`config.mk`:
```
export PLATFORM = sky130hd
export DESIGN_NAME = eth_frame_arbiter
export DESIGN_NICKNAME = d
export VERILOG_FILES = /design/src/rtl/eth_frame_arbiter.sv
export SDC_FILE = /design/constraint.sdc
export NUM_CORES = 1
export LEC_CHECK = 0
export CELL_PAD_IN_SITES_DETAIL_PLACEMENT = 0
export CELL_PAD_IN_SITES_GLOBAL_PLACEMENT = 2
export CORE_ASPECT_RATIO = 1.25
export CORE_MARGIN = 2
export CORE_UTILIZATION = 17
export DETAILED_ROUTE_END_ITERATION = 7
export HOLD_SLACK_MARGIN = 0.03
export PLACE_DENSITY_LB_ADDON = 0.1
export SLEW_MARGIN = 25
export SYNTH_ARGS = -nofsm -noshare
export SYNTH_HDL_FRONTEND = slang
export SYNTH_SLANG_ARGS = --single-unit
```
`constraint.sdc`:
```
create_clock -name clk -period 4.2 [get_ports clk]
set_input_delay 0.63 -clock clk [delete_from_list [all_inputs] [get_ports clk]]
set_output_delay 0.63 -clock clk [all_outputs]
set_load 0.01 [all_outputs]
```
`src/rtl/eth_frame_arbiter.sv`:
```
// eth_frame_arbiter
// Frame-granular round-robin arbiter in front of a single frame parser.
// One complete frame is forwarded at a time from the granted ingress port, and
// each beat is tagged with its source port. Frames longer than MAX_BEATS are
// cut short toward the parser. The remainder of an over-long frame is drained
// from the source without being forwarded.

module eth_frame_arbiter #(
    parameter int DATA_WIDTH = 64,
    parameter int NUM_PORTS  = 4,
    parameter int MAX_BEATS  = 256,
    parameter int ID_W       = $clog2(NUM_PORTS)
) (
    input  logic                            clk,
    input  logic                            rst,
    input  logic [NUM_PORTS*DATA_WIDTH-1:0] s_axis_tdata,
    input  logic [NUM_PORTS-1:0]            s_axis_tvalid,
    output logic [NUM_PORTS-1:0]            s_axis_tready,
    input  logic [NUM_PORTS-1:0]            s_axis_tlast,
    output logic [DATA_WIDTH-1:0]           m_axis_tdata,
    output logic                            m_axis_tvalid,
    input  logic                            m_axis_tready,
    output logic                            m_axis_tlast,
    output logic [ID_W-1:0]                 m_axis_tid,
    output logic                            busy,
    output logic                            trunc_pulse,
    output logic [31:0]                     frame_count
);

    localparam int                CNT_W      = $clog2(MAX_BEATS + 1);
    localparam logic [CNT_W-1:0]  LAST_BEAT  = CNT_W'(MAX_BEATS - 1);
    localparam logic [ID_W-1:0]   RESET_LAST = ID_W'(NUM_PORTS - 1);

    typedef enum logic [1:0] {
        IDLE,
        XFER,
        DROP
    } state_t;

    state_t            state;
    state_t            state_next;
    logic [ID_W-1:0]   grant;
    logic [ID_W-1:0]   last_grant;
    logic [ID_W-1:0]   pick;
    logic [ID_W-1:0]   cand;
    logic              found;
    logic [CNT_W-1:0]  beat_cnt;
    logic              src_valid;
    logic              src_last;
    logic              at_limit;
    logic              accept;
    logic              load_grant;
    logic              frame_end;
    logic              truncate;

    // The granted port drives the output data in every state. This keeps
    // tdata deterministic even when tvalid is low.
    assign src_valid    = s_axis_tvalid[grant];
    assign src_last     = s_axis_tlast[grant];
    assign at_limit     = (beat_cnt == LAST_BEAT);
    assign m_axis_tdata = s_axis_tdata[int'(grant) * DATA_WIDTH +: DATA_WIDTH];
    assign m_axis_tid   = grant;
    assign busy         = (state != IDLE);

    // Round-robin search starts one past the last served port. Each port
    // therefore gets at most one frame per round.
    always_comb begin
        pick  = last_grant;
        found = 1'b0;
        cand  = '0;
        for (int i = 1; i <= NUM_PORTS; i++) begin
            cand = ID_W'((int'(last_grant) + i) % NUM_PORTS);
            if (!found && s_axis_tvalid[cand]) begin
                found = 1'b1;
                pick  = cand;
            end
        end
    end

    // Next-state and handshake logic. tvalid never depends on tready.
    // The truncating beat has its tlast forced high combinationally.
    always_comb begin
        state_next    = state;
        m_axis_tvalid = 1'b0;
        m_axis_tlast  = 1'b0;
        s_axis_tready = '0;
        accept        = 1'b0;
        load_grant    = 1'b0;
        frame_end     = 1'b0;
        truncate      = 1'b0;
        case (state)
            IDLE: begin
                if (found) begin
                    load_grant = 1'b1;
                    state_next = XFER;
                end
            end
            XFER: begin
                m_axis_tvalid        = src_valid;
                m_axis_tlast         = src_last | at_limit;
                s_axis_tready[grant] = m_axis_tready;
                accept               = src_valid & m_axis_tready;
                if (accept) begin
                    if (src_last) begin
                        frame_end  = 1'b1;
                        state_next = IDLE;
                    end else if (at_limit) begin
                        frame_end  = 1'b1;
                        truncate   = 1'b1;
                        state_next = DROP;
                    end
                end
            end
            DROP: begin
                s_axis_tready[grant] = 1'b1;
                if (src_valid && src_last) begin
                    state_next = IDLE;
                end
            end
            default: begin
                state_next = IDLE;
            end
        endcase
    end

    // State register, grant bookkeeping, beat counter and frame statistics.
    // Reset mid-frame simply abandons the partial frame.
    always_ff @(posedge clk) begin
        if (rst) begin
            state       <= IDLE;
            grant       <= '0;
            last_grant  <= RESET_LAST;
            beat_cnt    <= '0;
            frame_count <= '0;
            trunc_pulse <= 1'b0;
        end else begin
            state       <= state_next;
            trunc_pulse <= truncate;
            if (load_grant) begin
                grant    <= pick;
                beat_cnt <= '0;
            end else if (accept) begin
                beat_cnt <= beat_cnt + CNT_W'(1);
            end
            if (frame_end) begin
                last_grant  <= grant;
                frame_count <= frame_count + 32'd1;
            end
        end
    end

endmodule

```
* Word-level counts from Yosys, hierarchy flattened
Cells that the tools add are included.
W data, S select, Z words.
** Storage, ports and cells
- Output and inout bits :: 106
- Input bits :: 267
- Register bits :: 48
- Logic and storage cells :: 82
** Operators by class
- Reductions and logical operators :: 13
- Bitwise gates (word level) :: 5
- $lt $le $gt $ge :: 6
- Shift-type cells :: 1
- Equality and inequality tests :: 7
- Multiplexer cells :: 38
- Add/sub/neg operators :: 6
** Operators by type and width (number)
- $shiftx A256 B9 Y64 :: 1
- $add A32 B1 Y32 const B :: 1
- $mux W1 :: 20
- $mux W2 :: 9
- $lt A2 B3 Y1 const B :: 5
- $bmux W1 S2 :: 6
- $add A9 B1 Y9 const B :: 1
- $eq A9 B8 Y1 const B :: 1
- $pmux W4 S2 :: 1
- $ne A2 B2 Y1 const B :: 3
- $pmux W2 S3 :: 1
- $logic_and A1 B1 Y1 :: 5
- $add A2 B1 Y2 const B :: 2
- $add A2 B2 Y2 const B :: 2
- $and A4 B4 Y4 :: 1
- $reduce_and A4 Y1 :: 1
- $reduce_or A4 Y1 :: 1
- $logic_not A1 Y1 :: 3
- $ne A3 B3 Y1 const B :: 1
- $demux W1 S2 :: 1
- $eq A2 B1 Y1 const B :: 1
- $eq A2 B2 Y1 const B :: 1
- $ge A2 B1 Y1 const B :: 1
- $logic_not A2 Y1 :: 1
- 5 further kinds :: 6

* Logic depth before layout (Yosys ltp)
- Word-level depth :: 16
- Mapped depth :: 9
- Depth with buffers taken out :: 9

* Least setup slack after synthesis
No wires, ideal clock.
- Path kind :: flip-flop to output port
- Start :: register grant[0] (netlist: m_axis_tid[0])
- End :: output port m_axis_tdata[0]
- Data required time :: 3.570 ns
- Buffers on the path :: 2
- Stages on the path, launching flop included :: 4
- Arrival :: 1.697 ns
- Slack :: 1.873 ns
- Cells stage by stage :: dfxtp_1 buf_2 buf_1 mux4_2
** On the way
- Cells in the longest elaborated chain, start to end :: 1
** Ends and longest elaborated chain
- start: declaration :: line 42 : logic [ID_W-1:0] grant;
- start signal: assignment :: line 140 : grant <= pick;
- $shiftx A256 B9 Y64 :: line 61 : assign m_axis_tdata = s_axis_tdata[int'(grant) * DATA_WIDTH +: DATA_WIDTH];
- end: declaration :: line 20 : output logic [DATA_WIDTH-1:0] m_axis_tdata,
Every way passes these cells.

* Worst setup path in the final report
- Start :: register grant[1] (netlist: m_axis_tid[1])
- End :: output port m_axis_tdata[53]
The elaborated chain is that of the path after synthesis.

==> qor.yml <==
sta:
  hold_violations: 0
  finalCritPeriodShare_pct: 75.10
  report.final.slew_viol_count: 0
  finalSetupViolCount: 0
  max_freq_mhz: 317.0
  fin_setup_tns_ns: 0
  fin_crit_ns: 3.154
  rsz0062_at_grt: "no"
  worst_pin_slew_ns: 0.6730
  slew_headroom_pct: 55.13
  hold_ws_ns: 0.4973
  worst_slack_ns: 1.046
  finClkSkew_ns: 0.008934
logic_synthesis:
  ys_top_cells_by_count: "66 x mux4_2, 48 x dfxtp_1, 39 x nor2_1"
  avgSynthCellArea_um2: 10.50
  yosysSeqAreaShare_pct: 24.40
  synthMuxAreaShare_pct: 38.51
  synthCells: 375
  synth_seq_cells: 48
  yosysMostFrequentCell: "mux4_2"
  synthFlopType: "dfxtp_1"
  async_flop_share_pct: 0
  yosys_warnings: 0
  synth_top_family_by_area: "multiplexers"
  yosysTopAreaCell: "mux4_2"
  synth_area_leaders: "mux4_2 38%, dfxtp_1 24%, xnor2_1 5.6%"
  synth_compound_area_share_pct: 5.656
  yosys.area_share.simple_pct: 18.08
  synth_top_area_share_pct: 37.75
  synth_edf_count: 0
  syn_nets: 648
  synth_fa_ha_area_share_pct: 1.907
  ys_types: 42
  synth_xor_area_share_pct: 6.895
  synthesis.area_um2: 3938
clock_tree:
  hold_buffers: 0
  cts_setup_buffers: 0
  ctsResizeCount: 0
  cts_buffers: 5
  cts_tree: "built"
  path_clk_slew_ns: 0.07
  cts.htree.levels: 2
  ctsRootBufferMaster: "clkbuf_16"
  clkLatencyLatePin_ns: 0.29
  clock-sinks: 48
  clk_path_buf_depth: 2
grt:
  met3_usage_pct: 10.83
  antenna_found_initial: 18
  track_usage_pct: 20.56
  grt_max_degree: 46
  busiest_layer: "met2"
  grt.overflow.total: 0
  grt_pass1_wl_um: 35970
  use_met2_pct: 34.28
  global_route.usage.met1_pct: 23.13
  grt_pass1_vias: 4780
route:
  routed_wl_um: 26180
  drtIter0Drc: 222
  firstDrtPassIters: 8
  final_antenna_net_count: 0
  wl_per_cell_um: 25.50
  drc: 62
  via_per_inst: 4.640
  vias: 4765
worst_hold_path:
  hold_class: "reg -> reg"
flow_run:
  cap_violations: 0
status:
  status: "finished with violations"
  failed_checks: "DRC"
setup_path:
  crit_required_ns: 3.57
  worstPathArrival_ns: 2.52
  critPathLaunchType: "flip-flop"
  end_kind: "output pin"
  worstPathMaxFanout: 45
  path_class: "reg -> out"
floorplan:
  row_count: 62
  die-area_um2: 24400
  coreArea_um2: 22880
  die_y_um: 174.2
  pin_count: 373
  dieWidth_um: 140.1
  start_util_pct: 17.21
power_and_ir_drop:
  cellPowerDensity_nw_per_um2: 297.2
  ir_drop_mv: 0.1442
  p_leak_nw: 2.664
placement:
  pre_cts_slack_ns: 1.129
  io_buffers: 372
  hpwl_um: 22530
  place_congestion: 0.9272
final_layout:
  layout.nets: 1002
  drive_above_1_share_pct: 11.37
  area_growth_pct: 106.4
## cells by family (layout without fill, tap and decap cells)
family | Yosys count | after routing
buffers and inverters | 46 | 401
multiplexers | 69 | 69
adder cells (fa/ha/maj) | 6 | 6
AND/OR/NAND/NOR | 140 | 140
AO/OA/AOI/OAI | 35 | 35
other | 0 | 9
flip-flops | 48 | 48
XOR/XNOR | 31 | 31
## path summary, 6_finish.rpt
path / start / endpoint / slack (ns) / depth (start not counted)
max: m_axis_tid[1] / m_axis_tdata[53] / 1.05 / 3
min: beat_cnt[8] / beat_cnt[8] / 0.50 / 2
max reg2reg: m_axis_tid[1] / frame_count[27] / 1.47 / 6
min reg2reg: beat_cnt[8] / beat_cnt[8] / 0.50 / 2
## worst max-delay path: stages, from the launching register on
cell             delay, ns
dfxtp_4               0.79
buf_4                 0.49
mux4_2                0.36
clkdlybuf4s50_1       0.57
## power breakdown
| group | total (W) | switching [W] | internal, W | leakage [nW] |
|---|---|---|---|---|
| combinational | 0.00145 | 0.000530 | 0.000916 | 2.20 |
| clock | 0.000409 | 0.000189 | 0.000220 | 0.0717 |
| sequential | 0.000559 | 0.0000872 | 0.000472 | 0.389 |
| total | 0.00242 | 0.000806 | 0.00161 | 2.66 |
## cell type report
class / count / area [um^2]
diodes: 9 / 22.52
clock buffers: 5 / 125.1
clock inverters: 3 / 17.52
fillers: 2282 / 14760
inverters: 16 / 60.06
multi-input cells: 281 / 2798
flip-flops and latches: 48 / 968.4
well taps: 288 / 360.3
repair buffers: 377 / 3774
## through the flow
stage | cells | utilization, % | area, um^2 | power [W]
3_5_place_dp | 1010 | 34.78 | 7960 | 0.002038
2_1_floorplan | 375 | - | 3938 | 0.001216
6_report | 1027 | 35.51 | 8125 | 0.002415
4_1_cts | 1018 | 35.41 | 8103 | 0.002456
3_3_place_gp | 1010 | 34.78 | 7960 | 0.002025
5_1_grt | 1024 | 35.47 | 8118 | 0.002545
## layer usage
metal	vias to the layer above	part of all wire [%]
met5	-	0.35
met1	2335	37
li1	2167	-
met4	14	1.4
met2	217	48
met3	32	13
## layout by cell type (no fill, tap or decap), drive strengths merged, types with 8 or more instances in the layout
cell and n:
clkdlybuf4s50 372, mux4 66, dfxtp 48, nor2 39, xnor2 25, nand2 24, inv 17, nor3 13
nor4 13, nand3 12, a21oi 12, diode 9, and3 8, o21ai 8
## flip-flops by register name, summed over array words and instances, names as in the netlist
| signal | cells |
|---|---|
| frame_count | 32 |
| beat_cnt | 9 |
| last_grant | 2 |
| m_axis_tid | 2 |
| state | 2 |
| trunc_pulse | 1 |
No activity file was read; power rests on OpenSTA's default activity.
